===== src/rtl/dma_chn_ctrl.sv =====
// DMA channel command/status controller: channel FSM, beat requests, size countdown, W1C status, level irq.
// Optional PAUSE/RESUME support (PAUSING/PAUSED states) is built when DMA_CHN_PAUSE_EN is defined.
module dma_chn_ctrl #(
  parameter int WIDTH = 32
) (
  input  logic             clk,
  input  logic             reset,
  input  logic             cmd_wr_en,
  input  logic [WIDTH-1:0] cmd_wdata,
  input  logic             stat_wr_en,
  input  logic [WIDTH-1:0] stat_wdata,
  input  logic [WIDTH-1:0] cfg_CH_INTREN,
  input  logic [WIDTH-1:0] cfg_CH_XSIZE,
  input  logic             beat_ack,
  input  logic             beat_err,
  output logic             beat_req,
  output logic [WIDTH-1:0] ch_cmd_rd,
  output logic [WIDTH-1:0] ch_status,
  output logic [15:0]      xsize_rem,
  output logic             irq
);

`ifdef DMA_CHN_PAUSE_EN
  typedef enum logic [2:0] {S_IDLE, S_RUN, S_STOPPING, S_PAUSING, S_PAUSED} state_t;
`else
  typedef enum logic [1:0] {S_IDLE, S_RUN, S_STOPPING} state_t;
`endif

  state_t      r_state, w_nxt;
  logic [15:0] r_xsize_rem, w_rem_nxt;
  logic [3:0]  r_stat;            // {STOPPED, DISABLED, ERR, DONE}
  logic [3:0]  w_set, w_clr, w_w1c, w_intr;
  logic        r_beat_req, r_busy, r_paused;
  logic        w_ack, w_dis, w_stop, w_en, w_clear;
  logic        w_unused;

  assign w_dis   = cmd_wr_en & cmd_wdata[2];
  assign w_stop  = cmd_wr_en & cmd_wdata[3] & ~cmd_wdata[2];
  assign w_clear = cmd_wr_en & cmd_wdata[1];

`ifdef DMA_CHN_PAUSE_EN
  logic w_pause, w_resume;
  assign w_pause  = cmd_wr_en & cmd_wdata[4] & ~|cmd_wdata[3:2];
  assign w_resume = cmd_wr_en & cmd_wdata[5] & ~|cmd_wdata[4:2];
  assign w_en     = cmd_wr_en & cmd_wdata[0] & ~|cmd_wdata[5:2];
  assign w_unused = ^{cmd_wdata[WIDTH-1:6], stat_wdata[WIDTH-1:20], stat_wdata[15:0],
                      cfg_CH_INTREN[WIDTH-1:4], cfg_CH_XSIZE[WIDTH-1:16]};
`else
  assign w_en     = cmd_wr_en & cmd_wdata[0] & ~|cmd_wdata[3:2];
  assign w_unused = ^{cmd_wdata[WIDTH-1:4], stat_wdata[WIDTH-1:20], stat_wdata[15:0],
                      cfg_CH_INTREN[WIDTH-1:4], cfg_CH_XSIZE[WIDTH-1:16]};
`endif

  // Acks are only meaningful while a beat is actually requested
  assign w_ack = beat_ack & r_beat_req;
  assign w_w1c = stat_wr_en ? stat_wdata[19:16] : 4'h0;

  always_comb begin
    w_nxt     = r_state;
    w_rem_nxt = r_xsize_rem;
    w_set     = 4'h0;
    w_clr     = 4'h0;
    if (r_state != S_IDLE && w_dis) begin
      w_nxt    = S_IDLE;
      w_set[2] = 1'b1;
    end else begin
      case (r_state)
        S_IDLE: begin
          if (w_clear) begin
            w_clr     = 4'hF;
            w_rem_nxt = '0;
          end
          if (w_en) begin
            if (cfg_CH_XSIZE[15:0] != 16'd0) begin
              w_rem_nxt = cfg_CH_XSIZE[15:0];
              w_clr     = 4'hF;
              w_nxt     = S_RUN;
            end else begin
              w_set[0] = 1'b1;
            end
          end
        end
        S_RUN: begin
          if (w_ack && beat_err) begin
            w_nxt    = S_IDLE;
            w_set[1] = 1'b1;
          end else if (w_ack && r_xsize_rem == 16'd1) begin
            w_rem_nxt = '0;
            w_nxt     = S_IDLE;
            w_set[0]  = 1'b1;
          end else begin
            if (w_ack) w_rem_nxt = r_xsize_rem - 16'd1;
            if (w_stop) w_nxt = S_STOPPING;
`ifdef DMA_CHN_PAUSE_EN
            else if (w_pause) w_nxt = S_PAUSING;
`endif
          end
        end
        S_STOPPING: begin
          if (w_ack) begin
            w_nxt = S_IDLE;
            if (beat_err) w_set[1] = 1'b1;
            else begin
              w_rem_nxt = r_xsize_rem - 16'd1;
              if (r_xsize_rem == 16'd1) w_set[0] = 1'b1;
              else                      w_set[3] = 1'b1;
            end
          end
        end
`ifdef DMA_CHN_PAUSE_EN
        S_PAUSING: begin
          if (w_ack) begin
            if (beat_err) begin
              w_nxt    = S_IDLE;
              w_set[1] = 1'b1;
            end else begin
              w_rem_nxt = r_xsize_rem - 16'd1;
              if (r_xsize_rem == 16'd1) begin
                w_nxt    = S_IDLE;
                w_set[0] = 1'b1;
              end else begin
                w_nxt = S_PAUSED;
              end
            end
          end else if (w_stop) begin
            w_nxt = S_STOPPING;
          end
        end
        S_PAUSED: begin
          if (w_stop) begin
            w_nxt    = S_IDLE;
            w_set[3] = 1'b1;
          end else if (w_resume) begin
            w_nxt = S_RUN;
          end
        end
`endif
        default: w_nxt = S_IDLE;
      endcase
    end
  end

  always_ff @(posedge clk or posedge reset) begin
    if (reset) begin
      r_state     <= S_IDLE;
      r_xsize_rem <= '0;
      r_stat      <= '0;
      r_beat_req  <= 1'b0;
      r_busy      <= 1'b0;
    end else begin
      r_state     <= w_nxt;
      r_xsize_rem <= w_rem_nxt;
      // a set in the same cycle beats a W1C clear
      r_stat      <= (r_stat & ~w_clr & ~w_w1c) | w_set;
`ifdef DMA_CHN_PAUSE_EN
      r_beat_req  <= (w_nxt == S_RUN) || (w_nxt == S_STOPPING) || (w_nxt == S_PAUSING);
`else
      r_beat_req  <= (w_nxt == S_RUN) || (w_nxt == S_STOPPING);
`endif
      r_busy      <= (w_nxt != S_IDLE);
    end
  end

`ifdef DMA_CHN_PAUSE_EN
  always_ff @(posedge clk or posedge reset) begin
    if (reset) r_paused <= 1'b0;
    else       r_paused <= (w_nxt == S_PAUSED);
  end
`else
  assign r_paused = 1'b0;
`endif

  assign w_intr    = r_stat & cfg_CH_INTREN[3:0];
  assign irq       = |w_intr;
  assign beat_req  = r_beat_req;
  assign xsize_rem = r_xsize_rem;

  always_comb begin
    ch_cmd_rd     = '0;
    ch_cmd_rd[0]  = r_busy;
    ch_cmd_rd[4]  = r_paused;
    ch_status        = '0;
    ch_status[3:0]   = w_intr;
    ch_status[19:16] = r_stat;
    ch_status[20]    = r_paused;
  end

endmodule

===== config.mk =====
export PLATFORM = sky130hd
export DESIGN_NAME = dma_chn_ctrl
export DESIGN_NICKNAME = d
export VERILOG_FILES = /design/src/rtl/dma_chn_ctrl.sv
export SDC_FILE = /design/constraint.sdc
export NUM_CORES = 1
export LEC_CHECK = 0
export ABC_AREA = 0
export BUFFER_PORTS_ARGS = -buffer_cell sky130_fd_sc_hd__buf_2
export CAP_MARGIN = 20
export CORE_MARGIN = 4
export CORE_UTILIZATION = 30
export CTS_CLUSTER_DIAMETER = 200
export DETAILED_ROUTE_END_ITERATION = 7
export PLACE_DENSITY_LB_ADDON = 0.15
export SLEW_MARGIN = 20
export SYNTH_ARGS = -nofsm -noshare
export SYNTH_HDL_FRONTEND = slang
export SYNTH_SLANG_ARGS = --single-unit

===== constraint.sdc =====
create_clock -name clk -period 4.4 [get_ports clk]
set_input_delay 0.22 -clock clk [delete_from_list [all_inputs] [get_ports clk]]
set_output_delay 0.22 -clock clk [all_outputs]
set_load 0.01 [all_outputs]

# After elaboration in Yosys (flattened, before gate mapping)
# Index checks and enable logic that the tools add are counted.
# word_totals
regBits	24
inputBits	134
out_inout_bits	82
elab_cells	84
# op_classes
n_addsub	1
eq_ne	9
mux	41
bitwise	15
reduce_logical	13
# ops
cell	count
16-bit two-way mux	8
16-bit case mux with 3 select lines	1
4-bit two-way mux	6
2-bit two-way mux	9
16-bit by 1-bit == test with 1-bit output, second input constant	1
16-bit nonzero test	1
16-bit by 1-bit subtractor with 16-bit output, second input constant	1
1-bit two-way mux	14
4-bit AND	3
4-bit inverter	2
1-bit AND	7
2-bit inequality test, second input constant	3
2-bit case mux with 3 select lines	1
6-bit AND reduction	1
2-bit by 1-bit == test with 1-bit output, second input constant	2
2-bit == test, second input constant	2
4-bit bitwise OR	1
2-bit nonzero test	2
4-bit OR reduction	1
1-bit logical AND	3
3-bit inequality test, second input constant	1
1-bit case mux with 3 select lines	1
3-bit nonzero test	1
2-bit logical NOT	1
5 further kinds	6

# Depth between registers and ports, before layout
# Gate-level depths: netlist of run 1.
# logic_depth
ltp_word	10
mapped_depth	9

# Worst setup path before layout of run 1
# No wires, ideal clock.
# synth_timing
path_type	input -> register
start	in cfg_CH_XSIZE[13]
end	reg r_beat_req (netlist: beat_req)
arrival_ns	2.089
required_ns	4.274
setup_slack_ns	2.185
path_stages	6
cell_sequence	or4_4 > o41ai_4 > buf_6 > nand3_2 > a31o_1 > ha_1
# synth_via
elab_chain_cells	7
word_cells_on_any_way	8
classes_between	eq/ne (2); mux (4); reduce/logical (2)
# synth_rtl
item	line_no	source
start, declared	13	input logic [WIDTH-1:0] cfg_CH_XSIZE,
16-bit nonzero test (*)	74	if (cfg_CH_XSIZE[15:0] != 16'd0) begin
2-bit two-way mux (*)	74	
2-bit two-way mux (*)	73	if (w_en) begin
2-bit case mux with 3 select lines (*)	67	case (r_state)
2-bit two-way mux (*)	63	if (r_state != S_IDLE && w_dis) begin
2-bit by 1-bit == test with 1-bit output / 2-bit == test (equally long branches)	158	r_beat_req <= (w_nxt == S_RUN) || (w_nxt == S_STOPPING);
1-bit logical OR (*)	158	
end signal, assigned	158	
end, declared	33	logic r_beat_req, r_busy, r_paused;
# Mark *: on every way between the ends. The rest lies on a longest branch, timed or not.
# A chain may end at the register's enable or synchronous reset.

# Worst setup path after layout of run 1
# layout_timing
start	reg r_xsize_rem[1] (netlist: xsize_rem[1])
end	reg r_xsize_rem[3] (netlist: xsize_rem[3])
# layout_via
elab_chain_cells	5
word_cells_on_any_way	11
classes_between	add/sub (1); eq/ne (2); mux (6); reduce/logical (2)
# layout_rtl
item	line_no	source
start, declared	30	logic [15:0] r_xsize_rem, w_rem_nxt;
start signal, assigned	152	r_xsize_rem <= w_rem_nxt;
16-bit by 1-bit subtractor with 16-bit output / 16-bit by 1-bit == test with 1-bit output (equally long branches)	92, 104, 87	
16-bit two-way mux / 1-bit logical AND (equally long branches)	92, 87	
16-bit two-way mux	87	end else if (w_ack && r_xsize_rem == 16'd1) begin
16-bit two-way mux	84	if (w_ack && beat_err) begin
16-bit case mux with 3 select lines	67	
# Several ways; a longest one is shown, not always the timed one. The select of a mux whose other input is x is not followed.

==> reports/metrics.csv, run 1 <==
metric;value;unit
run_status;finished, final reports clean;
drive_gt1_frac;0.226;
fin_area;2580;µm²
layout_commonest_cell;buf_2;
area_delta_synth_final;11.8;%
gp_congestion;0.856;
crit_chain;inv_1 > ha_1 > nor4b_1 > nand4_1 > o21ai_1 > buf_4 > nor2_1 > a221o_1;
place_area;2480;µm²
final-seq-area;601;µm²
cts_tree;done;
io_pins;216;
drt_pass1_iterations;4;
power.internal;0.715;mW
p_total;1.49;mW
crit_fanout;20;
place_hpwl;5200;µm
nets;482;
startpoint_type;register;
htreeDepth;1;
reg2reg_setup_slack;1.73;ns
p_clk_frac;0.109;
port_buffers;60;
p_sw;0.772;mW
syn_area;2300;µm²
die_x;95.7;µm
min_period;2.67;ns
antenna_cells;0;
multiInputGateArea;1400;µm²
viasPerCell;4.96;
die_y;95.7;µm
grt_max_degree;25;
setup-violations-final;0;
cts_inserted_buffers;3;
cp_slowest_stage_delay;0.46;ns
hold_class;in -> reg;
grt_setup_unrepaired;false;
worstMarginPinSlew;0.639;ns
synth_edf_count;0;
clk_path_buf_depth;2;
ys_ff_latch;24;
drt_iter0_drc;168;
clkSlewWorstSetupHoldPaths;0.10;ns
switching_share;0.519;
drv_slew;0;
dieArea;9150;µm²
grt_pass1_vias;1950;
core_area;7370;µm²
antenna_found_initial;0;
clk_latency;0.28;ns
end_kind;register;
final.period_utilization;0.608;
crit_slowest_cell;dfrtp_1;
seqPwrFrac;0.270;
synth_cells;285;
p_leak;1.34;nW
vias;2176;
max-cap-violations;0;
dpl_worst_slack;1.78;ns
wl_per_cell;15.7;µm
syn_area_per_cell;8.09;µm²
max_freq;0.374;GHz
remaining_drc_errors;0;
root_buffer;clkbuf_8;
vdd_drop_max;0.184;mV
layout_setup_ws;1.73;ns
powerDensity;577;nW/µm²
hold_viol_final;0;
critical_path_arrival;2.84;ns
setup_tns;0;ns
floorplan.initialDensity;0.313;
yosys_warnings;0;
path_class;reg -> reg;
grt_usage;0.147;
synth_ff_type;dfrtp_1;
grt_pass1_wl;10300;µm
ant_nets;0;
final_cell_mix;60 x buf_2, 55 x conb_1, 24 x dfrtp_1;
grt_overflow_total;0;
async_flop_share;1.00;
synth.distinct_cells;47;
slew_headroom;0.574;
cts_resized;0;
p_comb_frac;0.621;
nFillCells;804;
finalWirelength;6880;µm
yosysSeqAreaShare;0.261;
cp_data_required_time;4.56;ns
cts.sinks;24;
rows;31;
skew;0.00653;ns
[routing by layer]
metal	share of wire	GRT usage	vias to the layer above
met2	0.44	0.228	105
met5	0	0	-
met1	0.47	0.211	1016
met3	0.080	0.0174	8
li1	-	-	1047
met4	0.014	0.0427	0
[layout make-up]
class	instances	share of cell area
Multi-Input combinational cell	237	0.543
Inverter	10	0.0146
Clock buffer	4	0.0214
Sequential cell	24	0.233
Timing Repair Buffer	65	0.140
Tap cell	99	0.0481
[timing repair]
| item | in CTS | in global routing |
|---|---|---|
| setup buffers | 0 | 0 |
| endpoints found under the hold margin | 0 | 10 |
| hold buffers | 0 | 1 |
[per-stage QoR]
stage | utilization | hold slack [ns] | cells
floorplan | - | 0.235 | 339
global placement | 0.337 | 0.510 | 433
detailed placement | 0.337 | 0.519 | 433
CTS | 0.344 | 0.217 | 437
global route | 0.350 | 0.276 | 439
finish | 0.350 | 0.226 | 439
[power by group through the flow]
stage / clock, mW / combinational, mW / sequential [mW]
CTS: 0.168 / 0.915 / 0.401
finish: 0.163 / 0.923 / 0.402
global route: 0.176 / 1.03 / 0.421
detailed placement: 0 / 0.910 / 0.405
floorplan: 0 / 0.665 / 0.399
global placement: 0 / 0.908 / 0.404
[synthesized netlist by cell type (all sizes together) (2+ instances only)]
cell type	count	share of area
mux2i	4	0.017
a221o	5	0.022
and2	9	0.024
inv	10	0.016
a21oi	12	0.026
o41ai	2	0.016
or2	2	0.0054
buf	59	0.19
or4	7	0.026
nand2	23	0.037
a31o	2	0.0076
ha	7	0.038
a211o	5	0.019
a32o	2	0.0087
a22o	4	0.015
dfrtp	24	0.26
nand3	20	0.046
and3b	2	0.0076
o32ai	5	0.019
nor2	9	0.015
or3	5	0.014
a211oi	2	0.0065
o21ai	18	0.039
o211ai	2	0.0065
clkbuf	9	0.015
nand2b	2	0.0054
nand4	2	0.0054
nor3b	3	0.0098
nor4	7	0.019
nor3	12	0.026
[sequential cells by signal (all words and copies together), names as in the netlist]
register and flops:
xsize_rem 16, r_stat 4, beat_req 1, r_state 2
r_busy 1
[worst paths after layout]
| kind | from | endpoint | cells past startpoint |
|---|---|---|---|
| hold reg to reg | r_stat[1] | r_stat[1] | 2 |
| min in group asynchronous | reset | xsize_rem[1] | 3 |
| setup reg to reg | xsize_rem[1] | xsize_rem[3] | 8 |
| hold / removal | stat_wdata[17] | r_stat[1] | 4 |
| setup / recovery | xsize_rem[1] | xsize_rem[3] | 8 |
| max in group asynchronous | reset | xsize_rem[8] | 4 |
[cell families after synthesis]
| logic type | share of synthesized area |
|---|---|
| simple gates | 0.256 |
| fa+ha+maj | 0.0380 |
| buf+inv | 0.223 |
| flops | 0.261 |
| mux | 0.0174 |
| compound gates | 0.204 |
| other cells | 0.00163 |
[critical path, delay by kind of cell, from the launching register on]
family	cells	cell delay, ns
flip-flops	1	0.46
buffers and inverters	2	0.40
AND/OR/NAND/NOR	3	0.94
adder cells (fa/ha/maj)	1	0.15
AO/OA/AOI/OAI	2	0.60
Power figures use the tool's default switching activity.
==> run 2: changes to the inputs <==
==> constraint.sdc (replaced) <==
create_clock -name clk -period 2.75 [get_ports clk]
set_input_delay 0.1375 -clock clk [delete_from_list [all_inputs] [get_ports clk]]
set_output_delay 0.1375 -clock clk [all_outputs]
set_load 0.01 [all_outputs]
==> reports/metrics.csv, run 2 (synthesis results as in run 1) <==
metric;value;unit
run_status;finished, final reports clean;
rows;31;
place_inst;443;
finalNonFillerCells;448;
cts.sinks;24;
dieArea;9150;µm²
startpoint_type;register;
vdd_drop_max;0.276;mV
hold_viol_final;0;
max-cap-violations;0;
min_period;2.37;ns
die_y;95.7;µm
io_pins;216;
clk_path_buf_depth;2;
clkSlewWorstSetupHoldPaths;0.10;ns
wl_per_cell;15.5;µm
vias;2201;
ant_nets;0;
crit_slowest_cell;dfrtp_1;
cp_data_required_time;2.91;ns
setup_tns;0;ns
grt_overflow_total;0;
use_met1;0.215;
cp_slowest_stage_delay;0.46;ns
clk_latency;0.28;ns
hold_class;in -> reg;
drv_slew;0;
use_met2;0.231;
grtUsageMet3;0.0118;
reg2reg_setup_slack;0.38;ns
floorplan.initialDensity;0.313;
area_delta_synth_final;14.4;%
slew_headroom;0.573;
drt_pass1_iterations;4;
rr_worst_depth;7;
final_cell_mix;60 x buf_2, 55 x conb_1, 24 x dfrtp_1;
place_hpwl;5350;µm
post_cts_buffers;0;
gp_congestion;0.862;
critPathCapture;xsize_rem[13];
largest_register_ffs;16;
cts_inserted_buffers;3;
core_area;7370;µm²
grt_pass1_vias;1981;
reg2reg_to;xsize_rem[13];
antenna_found_initial;0;
grt_usage;0.147;
path_class;reg -> reg;
antenna_cells;0;
cp_num_cells;7;
p_leak;1.39;nW
nFillCells;813;
grt_pass1_wl;10400;µm
port_buffers;60;
final.period_utilization;0.862;
die_x;95.7;µm
remaining_drc_errors;0;
grt_setup_unrepaired;false;
critical_path_arrival;2.53;ns
worstMarginPinSlew;0.638;ns
crit_chain;inv_1 > ha_1 > and3b_1 > a211o_1 > o41ai_1 > a21oi_1 > or3_1;
nets;491;
finalWirelength;6940;µm
crit_family;compound AO/OA/AOI/OAI gates;
end_kind;register;
max_freq;0.422;GHz
root_buffer;clkbuf_8;
setup.worst_path.start;r_state[1];
viasPerCell;4.91;
final-seq-area;601;µm²
multiInputGateArea;1400;µm²
skew;0.00442;ns
powerDensity;946;nW/µm²
setup-violations-final;0;
drt_iter0_drc;154;
critPathBufInv;1;
top_usage_layer;met2;
htreeDepth;1;
drive_gt1_frac;0.249;
crit_fanout;6;
layout_commonest_cell;buf_2;
grt_max_degree;25;
cts_tree;done;
r2r-start;r_state[1];
[run 2: cell count changes in the layout (fill, tap and decap cells not counted), sizes merged]
cell / before / now
inv: 9 / 10
clkinv: 1 / 0
buf: 64 / 73
[run 2: metrics by stage]
step | hold slack [ns] | setup slack [ns] | util | power, mW | cell area (µm²)
2_1_floorplan | 0.152 | 0.565 | - | 1.70 | 2510
3_3_place_gp | 0.439 | 0.400 | 0.349 | 2.22 | 2570
3_5_place_dp | 0.439 | 0.429 | 0.349 | 2.22 | 2570
4_1_cts | 0.138 | 0.404 | 0.356 | 2.50 | 2630
5_1_grt | 0.193 | 0.199 | 0.358 | 2.73 | 2640
6_report | 0.146 | 0.379 | 0.358 | 2.49 | 2640
[run 2: metal layers]
layer | up-vias | share of wire
li1 | 1054 | -
met1 | 1030 | 0.44
met2 | 111 | 0.46
met3 | 6 | 0.092
met4 | 0 | 0.011
met5 | - | 0
[run 2: where the power goes]
| part | switching [mW] | internal [mW] |
|---|---|---|
| clock network | 0.132 | 0.128 |
| logic | 0.969 | 0.646 |
| registers | 0.152 | 0.466 |
| total | 1.25 | 1.24 |
[run 2: area by class of cell]
| type | count | share of cell area |
|---|---|---|
| Clock buffer | 4 | 0.0209 |
| Tap cell | 99 | 0.0470 |
| Timing Repair Buffer | 74 | 0.159 |
| Multi-Input combinational cell | 237 | 0.531 |
| Sequential cell | 24 | 0.228 |
| Inverter | 10 | 0.0142 |
[run 2: worst min-delay path by stage]
| stage | from | to | slack, ns | depth (start not counted) |
|---|---|---|---|---|
| 2_1_floorplan | reset | beat_req | 0.15 | 1 |
| 3_3_place_gp | reset | xsize_rem[6] | 0.44 | 2 |
| 3_5_place_dp | stat_wdata[17] | r_stat[1] | 0.44 | 4 |
| 4_1_cts | reset | xsize_rem[10] | 0.14 | 2 |
| 5_1_grt | stat_wdata[18] | r_stat[2] | 0.19 | 3 |
| 6_report | stat_wdata[17] | r_stat[1] | 0.15 | 4 |
[run 2: what timing repair did]
| action | in CTS | in global routing |
|---|---|---|
| gates resized for setup | 0 | 0 |
| endpoints found under the hold margin | 0 | 24 |
| hold buffers | 0 | 1 |
[run 2: worst reg2reg max path, delay by kind of cell, from the launching register on]
family / cells / cell delay (ns)
adder cells (fa/ha/maj): 1 / 0.26
flip-flops: 1 / 0.46
AND/OR/NAND/NOR: 2 / 0.65
buffers and inverters: 1 / 0.10
AO/OA/AOI/OAI: 3 / 0.77
